--- src/rtl/alu_op_encoder.sv ---
// alu_op_encoder
// Sequential inverse of the ALU-control decoder. It accepts a requested 4-bit
// alu_op from the control FSM and issues the 3-bit control code {A,B,C} that
// the decoder maps back to that alu_op. The code is held stable for
// HOLD_CYCLES cycles and then offered downstream with a valid/ready
// handshake. Requests the decoder cannot produce are rejected and counted.
//
// Ports:
//   clk          rising-edge clock
//   resetn       asynchronous active-low reset
//   in_valid     upstream request valid
//   in_ready     block can accept a request (high only in IDLE)
//   in_alu_op    requested ALU operation
//   out_code     control code {A,B,C}, A = out_code[2]
//   out_valid    out_code has settled and may be consumed
//   out_ready    downstream has consumed out_code
//   illegal      one-cycle pulse after an unencodable request is accepted
//   illegal_cnt  saturating count of unencodable requests
module alu_op_encoder #(
   parameter int unsigned HOLD_CYCLES = 1,
   parameter int unsigned CNT_W       = 8
) (
   input  logic             clk,
   input  logic             resetn,
   input  logic             in_valid,
   output logic             in_ready,
   input  logic [3:0]       in_alu_op,
   output logic [2:0]       out_code,
   output logic             out_valid,
   input  logic             out_ready,
   output logic             illegal,
   output logic [CNT_W-1:0] illegal_cnt
);

   typedef enum logic [1:0] {
      ST_IDLE  = 2'd0,
      ST_HOLD  = 2'd1,
      ST_VALID = 2'd2
   } state_t;

   // Counter preload; for HOLD_CYCLES=0 the value is unused because the
   // FSM jumps straight to VALID.
   localparam logic [3:0]       HOLD_INIT = 4'(HOLD_CYCLES) - 4'd1;
   localparam logic             SKIP_HOLD = (HOLD_CYCLES == 0);
   localparam logic [CNT_W-1:0] CNT_MAX   = {CNT_W{1'b1}};
   localparam logic [CNT_W-1:0] CNT_ONE   = CNT_W'(1);

   state_t     state_r;
   logic [3:0] hold_cnt_r;
   logic [3:0] enc_s;       // {legal, code}
   logic       op_legal_s;
   logic [2:0] op_code_s;

   // Inverse of the decoder table: returns {legal, code}.
   function automatic logic [3:0] encode_op(input logic [3:0] op);
      logic [3:0] res;
      case (op)
         4'b0010: res = {1'b1, 3'b000};
         4'b0000: res = {1'b1, 3'b001};
         4'b1101: res = {1'b1, 3'b010};
         4'b1001: res = {1'b1, 3'b011};
         4'b0100: res = {1'b1, 3'b100};
         4'b0001: res = {1'b1, 3'b101};
         4'b0111: res = {1'b1, 3'b110};
         4'b1010: res = {1'b1, 3'b111};
         default: res = {1'b0, 3'b000};
      endcase
      return res;
   endfunction

   // Combinational encode of the requested op.
   always_comb begin
      enc_s      = encode_op(in_alu_op);
      op_legal_s = enc_s[3];
      op_code_s  = enc_s[2:0];
   end

   // in_ready depends only on state, so no path from in_valid/out_ready.
   assign in_ready = (state_r == ST_IDLE);

   // Control FSM with registered outputs.
   always_ff @(posedge clk or negedge resetn) begin
      if (!resetn) begin
         state_r     <= ST_IDLE;
         hold_cnt_r  <= 4'd0;
         out_code    <= 3'b000;
         out_valid   <= 1'b0;
         illegal     <= 1'b0;
         illegal_cnt <= {CNT_W{1'b0}};
      end else begin
         case (state_r)
            ST_IDLE: begin
               illegal <= 1'b0;
               if (in_valid) begin
                  if (op_legal_s) begin
                     out_code   <= op_code_s;
                     hold_cnt_r <= HOLD_INIT;
                     if (SKIP_HOLD) begin
                        state_r   <= ST_VALID;
                        out_valid <= 1'b1;
                     end else begin
                        state_r   <= ST_HOLD;
                     end
                  end else begin
                     // Rejected: code untouched, pulse and count.
                     illegal <= 1'b1;
                     if (illegal_cnt != CNT_MAX) begin
                        illegal_cnt <= illegal_cnt + CNT_ONE;
                     end
                  end
               end
            end
            ST_HOLD: begin
               illegal <= 1'b0;
               if (hold_cnt_r == 4'd0) begin
                  state_r   <= ST_VALID;
                  out_valid <= 1'b1;
               end else begin
                  hold_cnt_r <= hold_cnt_r - 4'd1;
               end
            end
            ST_VALID: begin
               illegal <= 1'b0;
               if (out_ready) begin
                  state_r   <= ST_IDLE;
                  out_valid <= 1'b0;
               end
            end
            default: begin
               state_r   <= ST_IDLE;
               out_valid <= 1'b0;
               illegal   <= 1'b0;
            end
         endcase
      end
   end

endmodule

--- config.mk ---
export PLATFORM = sky130hd
export DESIGN_NAME = alu_op_encoder
export DESIGN_NICKNAME = d
export VERILOG_FILES = /design/src/rtl/alu_op_encoder.sv
export SDC_FILE = /design/constraint.sdc
export NUM_CORES = 1
export LEC_CHECK = 0
export ABC_AREA = 1
export ABC_CLOCK_PERIOD_IN_PS = 2050
export BUFFER_PORTS_ARGS = -buffer_cell sky130_fd_sc_hd__buf_2
export CAP_MARGIN = 20
export CELL_PAD_IN_SITES_DETAIL_PLACEMENT = 1
export CELL_PAD_IN_SITES_GLOBAL_PLACEMENT = 1
export CORE_AREA = 2 2 59 61
export DETAILED_ROUTE_END_ITERATION = 12
export DIE_AREA = 0 0 61 63
export GPL_TIMING_DRIVEN = 0
export PLACE_DENSITY_LB_ADDON = 0.15
export SLEW_MARGIN = 0
export SYNTH_ARGS = -nofsm -noshare
export SYNTH_HDL_FRONTEND = slang
export SYNTH_SLANG_ARGS = --single-unit
--- constraint.sdc ---
create_clock -name clk -period 2.05 [get_ports clk]
set_clock_uncertainty 0.2 [all_clocks]
set_input_delay 0.1025 -clock clk [delete_from_list [all_inputs] [get_ports clk]]
set_output_delay 0.1025 -clock clk [all_outputs]
set_load 0.02 [all_outputs]
**Yosys cells after proc, flatten, opt, wreduce, memory -nomap -nowiden**

Memories as Yosys holds them, arrays and structs flattened.
Cells that the tools add are included.

- Bits in latches: 0
- Bits in writable memories: 0
- Memories: 1
- Bits in read-only memories: 64
- Output and inout port bits: 14
- Input port bits: 8
- Logic and storage cells: 42
- Register bits after elaboration: 19

- $mul: 0
- Eq/ne operators: 8
- Magnitude comparators: 0
- Shift-type cells: 0
- Reduce and logical (&&, ||, !) cells: 8
- Mux-type cells: 15
- Divide/modulo/power cells: 0
- Bitwise gates (word level): 2
- Add/subtract/negate cells: 2

Memory list:

| name | words | bits a word | read ports | clocked after Yosys merged registers in | wr ports | RTL line | RTL |
|---|---|---|---|---|---|---|---|
| (no name shown) | 16 | 4 | 1 | 0 | 0 | 57 | `case (op)` |

Operators by type and width:

| operator | number |
|---|---|
| 4-bit two-way mux | 3 |
| 4-bit AND reduction | 3 |
| 8-bit by 1-bit adder with 8-bit output (second input constant) | 1 |
| 2-bit two-way mux | 4 |
| 2-bit != test (second input constant) | 4 |
| 8-bit != test (second input constant) | 1 |
| 4-bit case mux with 2 select lines | 1 |
| 2-bit case mux with 3 select lines | 1 |
| 3-bit AND reduction | 2 |
| 1-bit two-way mux | 5 |
| 4-bit zero test | 1 |
| 4-bit by 1-bit subtractor with 4-bit output (second input constant) | 1 |
| 1-bit case mux with 3 select lines | 1 |
| 2-bit by 1-bit equality test with 1-bit output (second input constant) | 1 |
| 2-bit equality test (second input constant) | 1 |
| 2-bit zero test | 1 |
| 2-bit by 1-bit != test with 1-bit output (second input constant) | 1 |
| 1-bit NOT | 2 |
| 2-bit nonzero test | 1 |

**Logic depth before layout (Yosys ltp)**

An unclocked memory read counts as a cell.

- Depth in word-level cells: 4
- Depth in mapped cells: 10
- Gate-level depth less buffers: 10

**Worst setup path after synthesis**

Ideal clock, no wire load.

- Kind: register -> register
- From: reg illegal_cnt[0]
- To: reg illegal_cnt[5]
- Arrival time: 1270 ps
- Buffers on the path: 0
- Cell stages (with the launch flop): 8
- Required time: 1732 ps
- Path slack: 462 ps
- Period minus slack after synthesis: 1588 ps
- Path through: dfrtp_1 > ha_1 > nand3_1 > inv_1 > nand2_2 > nand3_4 > nand2_1 > nand2_1

- Cells in the longest elaborated chain, start to end: 2

RTL lines:

| element | RTL line | RTL |
|---|---|---|
| from (decl) | 32 | `output logic [CNT_W-1:0] illegal_cnt` |
| from (signal assigned) | 89 | `illegal_cnt <= {CNT_W{1'b0}};` |
| from (signal assigned) | 108 | `illegal_cnt <= illegal_cnt + CNT_ONE;` |
| parallel branches: the longest is 2 deep, another holds 8-bit by 1-bit adder with 8-bit output | - |  |

Several ways; the timed one is not identified.
A chain may end at the register's enable or synchronous reset.

**Worst setup path in the final report**

- From: reg illegal_cnt[0]
- To: reg illegal_cnt[6]

The elaborated chain is that of the path after synthesis.

==> metrics.md <==
| Metric | Value |
|---|---|
| Clock share of power | 12.7% |
| Maximum vdd drop | between 0.4 and 0.5 mV |
| # IOs | 22 |
| Rows | 21 |
| Post_cts resized | 0 |
| GR Overflow Total | 0 |
| Clock transition at path regs | 120 ps |
| Wire per inst | ~12 um |
| Critical-path cell list | ha_1 -> nand3_1 -> inv_1 -> nand2_2 -> nand3_4 -> nand2_1 -> nand2_1 |
| F_max | 0.5806 GHz |
| Pleak | 0.8073 nW |
| Register area share after synthesis | 39.30% |
| Sw frac | 45.60% |
| Routability-driven placement congestion ratio | 0.6984 |
| CP max stage cell | dfrtp_1 |
| Worst Reg-to-Reg Cells | 7 |
| Mux share of post-synthesis cell area | 0% |
| Combinational share of power | 47.7% |
| Max incr delay on CP | 440 ps |
| Setup Buffers After CTS | 0 |
| Number of global-route vias before repair | between 1,000 and 1,500 |
| Fin. Hold Viols | 0 |
| Synth Area in Simple Gates | 43.74% |
| Die H | 63 um |
| Max-cap viol count | 0 |
| Hold Crit Class | in2reg |
| R2r startpoint | illegal_cnt[0] |
| Via count | 1,119 |
| Setup total negative slack | 0 ps |
| Post-layout min period | 1722 ps |
| Int Pwr | 0.8264 mW |
| Ys Warns | 0 |
| Vias per std cell | 4.782 |
| Unique masters post-synth | 23 |
| CTS Buf Count | 3 |
| CTS tree | yes |
| Setup violators final | 0 |
| Crit path max-delay family | simple AND/OR/NAND/NOR gates |
| Nets@finish | just over 200 |
| Synth Area in Compound Gates | 3.102% |
| Syn_nets | 173 |
| Initial drt markers | 18 |
| H-tree levels | 1 |
| Worst slew margin | 69.79% |
| Mapped Area | 1210 sq um |
| Worst slack, placed | 350.1 ps |
| Avg Inst Size Synth | about 7.6 sq um |
| Crit path DAT | 1720 ps |
| Synth top area share | 39.30% |
| Post-synthesis async set-or-reset flop share | 100.0% |
| Synth Flop Type | dfrtp_1 |
| Cell mode on critical path | nand2_1 |
| Power Density | 1058 nW/um^2 |
| Cell count after synthesis | 160 |
| Worst path buffer plus inverter count | 1 |
| DRT Wirelength | ~2700 um |
| Outcome | finished, final reports clean |
| Die X-Extent | 61 um |
| Cell taking the most area after synthesis | dfrtp_1 |
| Crit Path Max Fanout | 9 |
| Fillers | 420 |
| Stages on worst setup path | 7 |
| Most frequent cells in the layout | nand2_1 (59), buf_2 (20), dfrtp_1 (19) |
| Starting density of the core | 37.44% |
| First-pass GRT wire length | about 4800 um |
| Crit path kind | reg2reg |
| RSZ-0062 raised after global routing | no |
| EDFF count, synth | 0 |
| Ant diodes | 0 |
| Hpwl dp | 2104 um |
| Port buffer count | 20 |
| Total GRT Usage | 16.14% |
| Fin worst setup slack | 327.7 ps |
| End point of the critical path | illegal_cnt[6] |
| Crit end category | flop |
| Type of origin of the critical path | flop |
| Clock sinks | 19 |
| Final period utilization | 84.01% |
| DRC Markers | 0 |
| Most area-consuming cells after synthesis | dfrtp_1 (39%), nand2_1 (18%), nand3_1 (6.6%) |
| Clock Path Buffers | 2 |
| Switching power | 0.6926 mW |
| CP startpoint | illegal_cnt[0] |
| WP data required | 2050 ps |
| R2R setup slack | 330 ps |
| Worst slew pin tran | 453.2 ps |
| Antenna viol nets, final | 0 |
| Largest family of logic cells by synthesized area | simple AND/OR/NAND/NOR gates |
| TritonRoute pass-1 iters | 4 |
| Slew Limit Fails | 0 |
| Commonest non-fill, non-tap cell in the layout | nand2_1 |
| Area Overhead vs Synth | 18.61% |
| Initial antenna violation count | 0 |
| Die Area | 3843 sq um |
| Core area | 3232 sq um |
| #FFs+latches synth | 19 |
| Root Buffer Master | clkbuf_4 |
| Largest net degree at the start of global routing | 20 |
| Clock Latency Late Sink | 290 ps |
| Capture point of the worst reg-to-reg path | illegal_cnt[6] |
| Hold Buf Count CTS | 4 |
| Share of cells above drive strength 1 | 22.87% |
| Adder-cell area share of the yosys netlist | slightly above 5% |
| XOR/XNOR Fraction of Synth Area | under 10% |
| Reg power frac | 39.6% |
==> Yosys cell counts, types with 2 or more instances <==
master,instances
inv_2,2
nand3b_1,2
nand2_4,4
nand2_1,59
ha_1,5
o21ai_0,2
nor2_2,3
nand2_2,5
nand3_1,16
nand4_1,6
nor2_1,7
inv_1,17
o21ai_1,3
xor2_1,2
dfrtp_1,19
==> power groups by stage <==
stage | registers, mW | logic (mW) | clock network [mW]
finish | 0.601 | 0.725 | 0.193
global route | 0.621 | 0.825 | 0.221
CTS | 0.604 | 0.736 | 0.205
detailed placement | 0.612 | 0.726 | 0
global placement | 0.601 | 0.709 | 0
floorplan | 0.696 | 0.429 | 0
==> worst min-delay path: cells and delay by family <==
family | cells | cell delay (ps)
AO/OA/AOI/OAI | 1 | 70
buffers and inverters | 2 | 190
AND/OR/NAND/NOR | 2 | 110
==> flip-flops by register name, summed over array words and instances, names as in the netlist <==
signal	flops
out_valid	1
hold_cnt_r	4
state_r	2
out_code	3
illegal	1
illegal_cnt	8
==> through the flow <==
stage | hold slack (ps) | cell area (sq um) | utilization, % | power (mW) | instances
global route | 31.46 | 1435 | 44.41 | 1.667 | 234
CTS | 2.608 | 1435 | 44.41 | 1.545 | 234
global placement | -123.2 | 1368 | 42.32 | 1.310 | 226
floorplan | -393.1 | 1210 | - | 1.125 | 160
detailed placement | -120.8 | 1368 | 42.32 | 1.339 | 226
finish | 13.63 | 1435 | 44.41 | 1.519 | 234
==> per-layer routing <==
layer	up-vias	wire length (um)	global-route usage, %
met4	0	26	4.348
met1	539	1303	20.33
met2	14	1355	28.23
met3	4	50	1.863
li1	562	-	-
met5	-	0	0
==> cell families (layout without fill, tap and decap cells) <==
kind of cell,Yosys count,after routing
AND/OR/NAND/NOR,106,106
XOR/XNOR,2,2
buffers and inverters,21,49
adder cells (fa/ha/maj),5,5
AO/OA/AOI/OAI,7,7
flip-flops,19,19
==> cell type report <==
| cell class | instances | area, sq um | share of cell area [%] |
|---|---|---|---|
| well taps | 46 | 57.56 | 4.010 |
| inverters | 20 | 76.32 | 5.318 |
| clock buffers | 3 | 22.52 | 1.569 |
| flip-flops and latches | 19 | 475.5 | 33.13 |
| multi-input cells | 120 | 646.9 | 45.07 |
| clock inverters | 1 | 5.005 | 0.3487 |
| plain buffers | 1 | 11.26 | 0.7847 |
| repair buffers | 24 | 140.1 | 9.765 |
==> worst min-delay path by stage <==
stage	start	endpoint	slack, ps	cells past startpoint
2_1_floorplan	resetn	hold_cnt_r[0]	-390	0
3_3_place_gp	resetn	hold_cnt_r[2]	-120	1
3_5_place_dp	resetn	hold_cnt_r[2]	-120	1
4_1_cts	in_alu_op[2]	out_code[1]	3	5
5_1_grt	in_alu_op[2]	out_code[1]	30	5
6_report	in_alu_op[2]	out_code[1]	10	5
(Power assumes the default switching activity.)
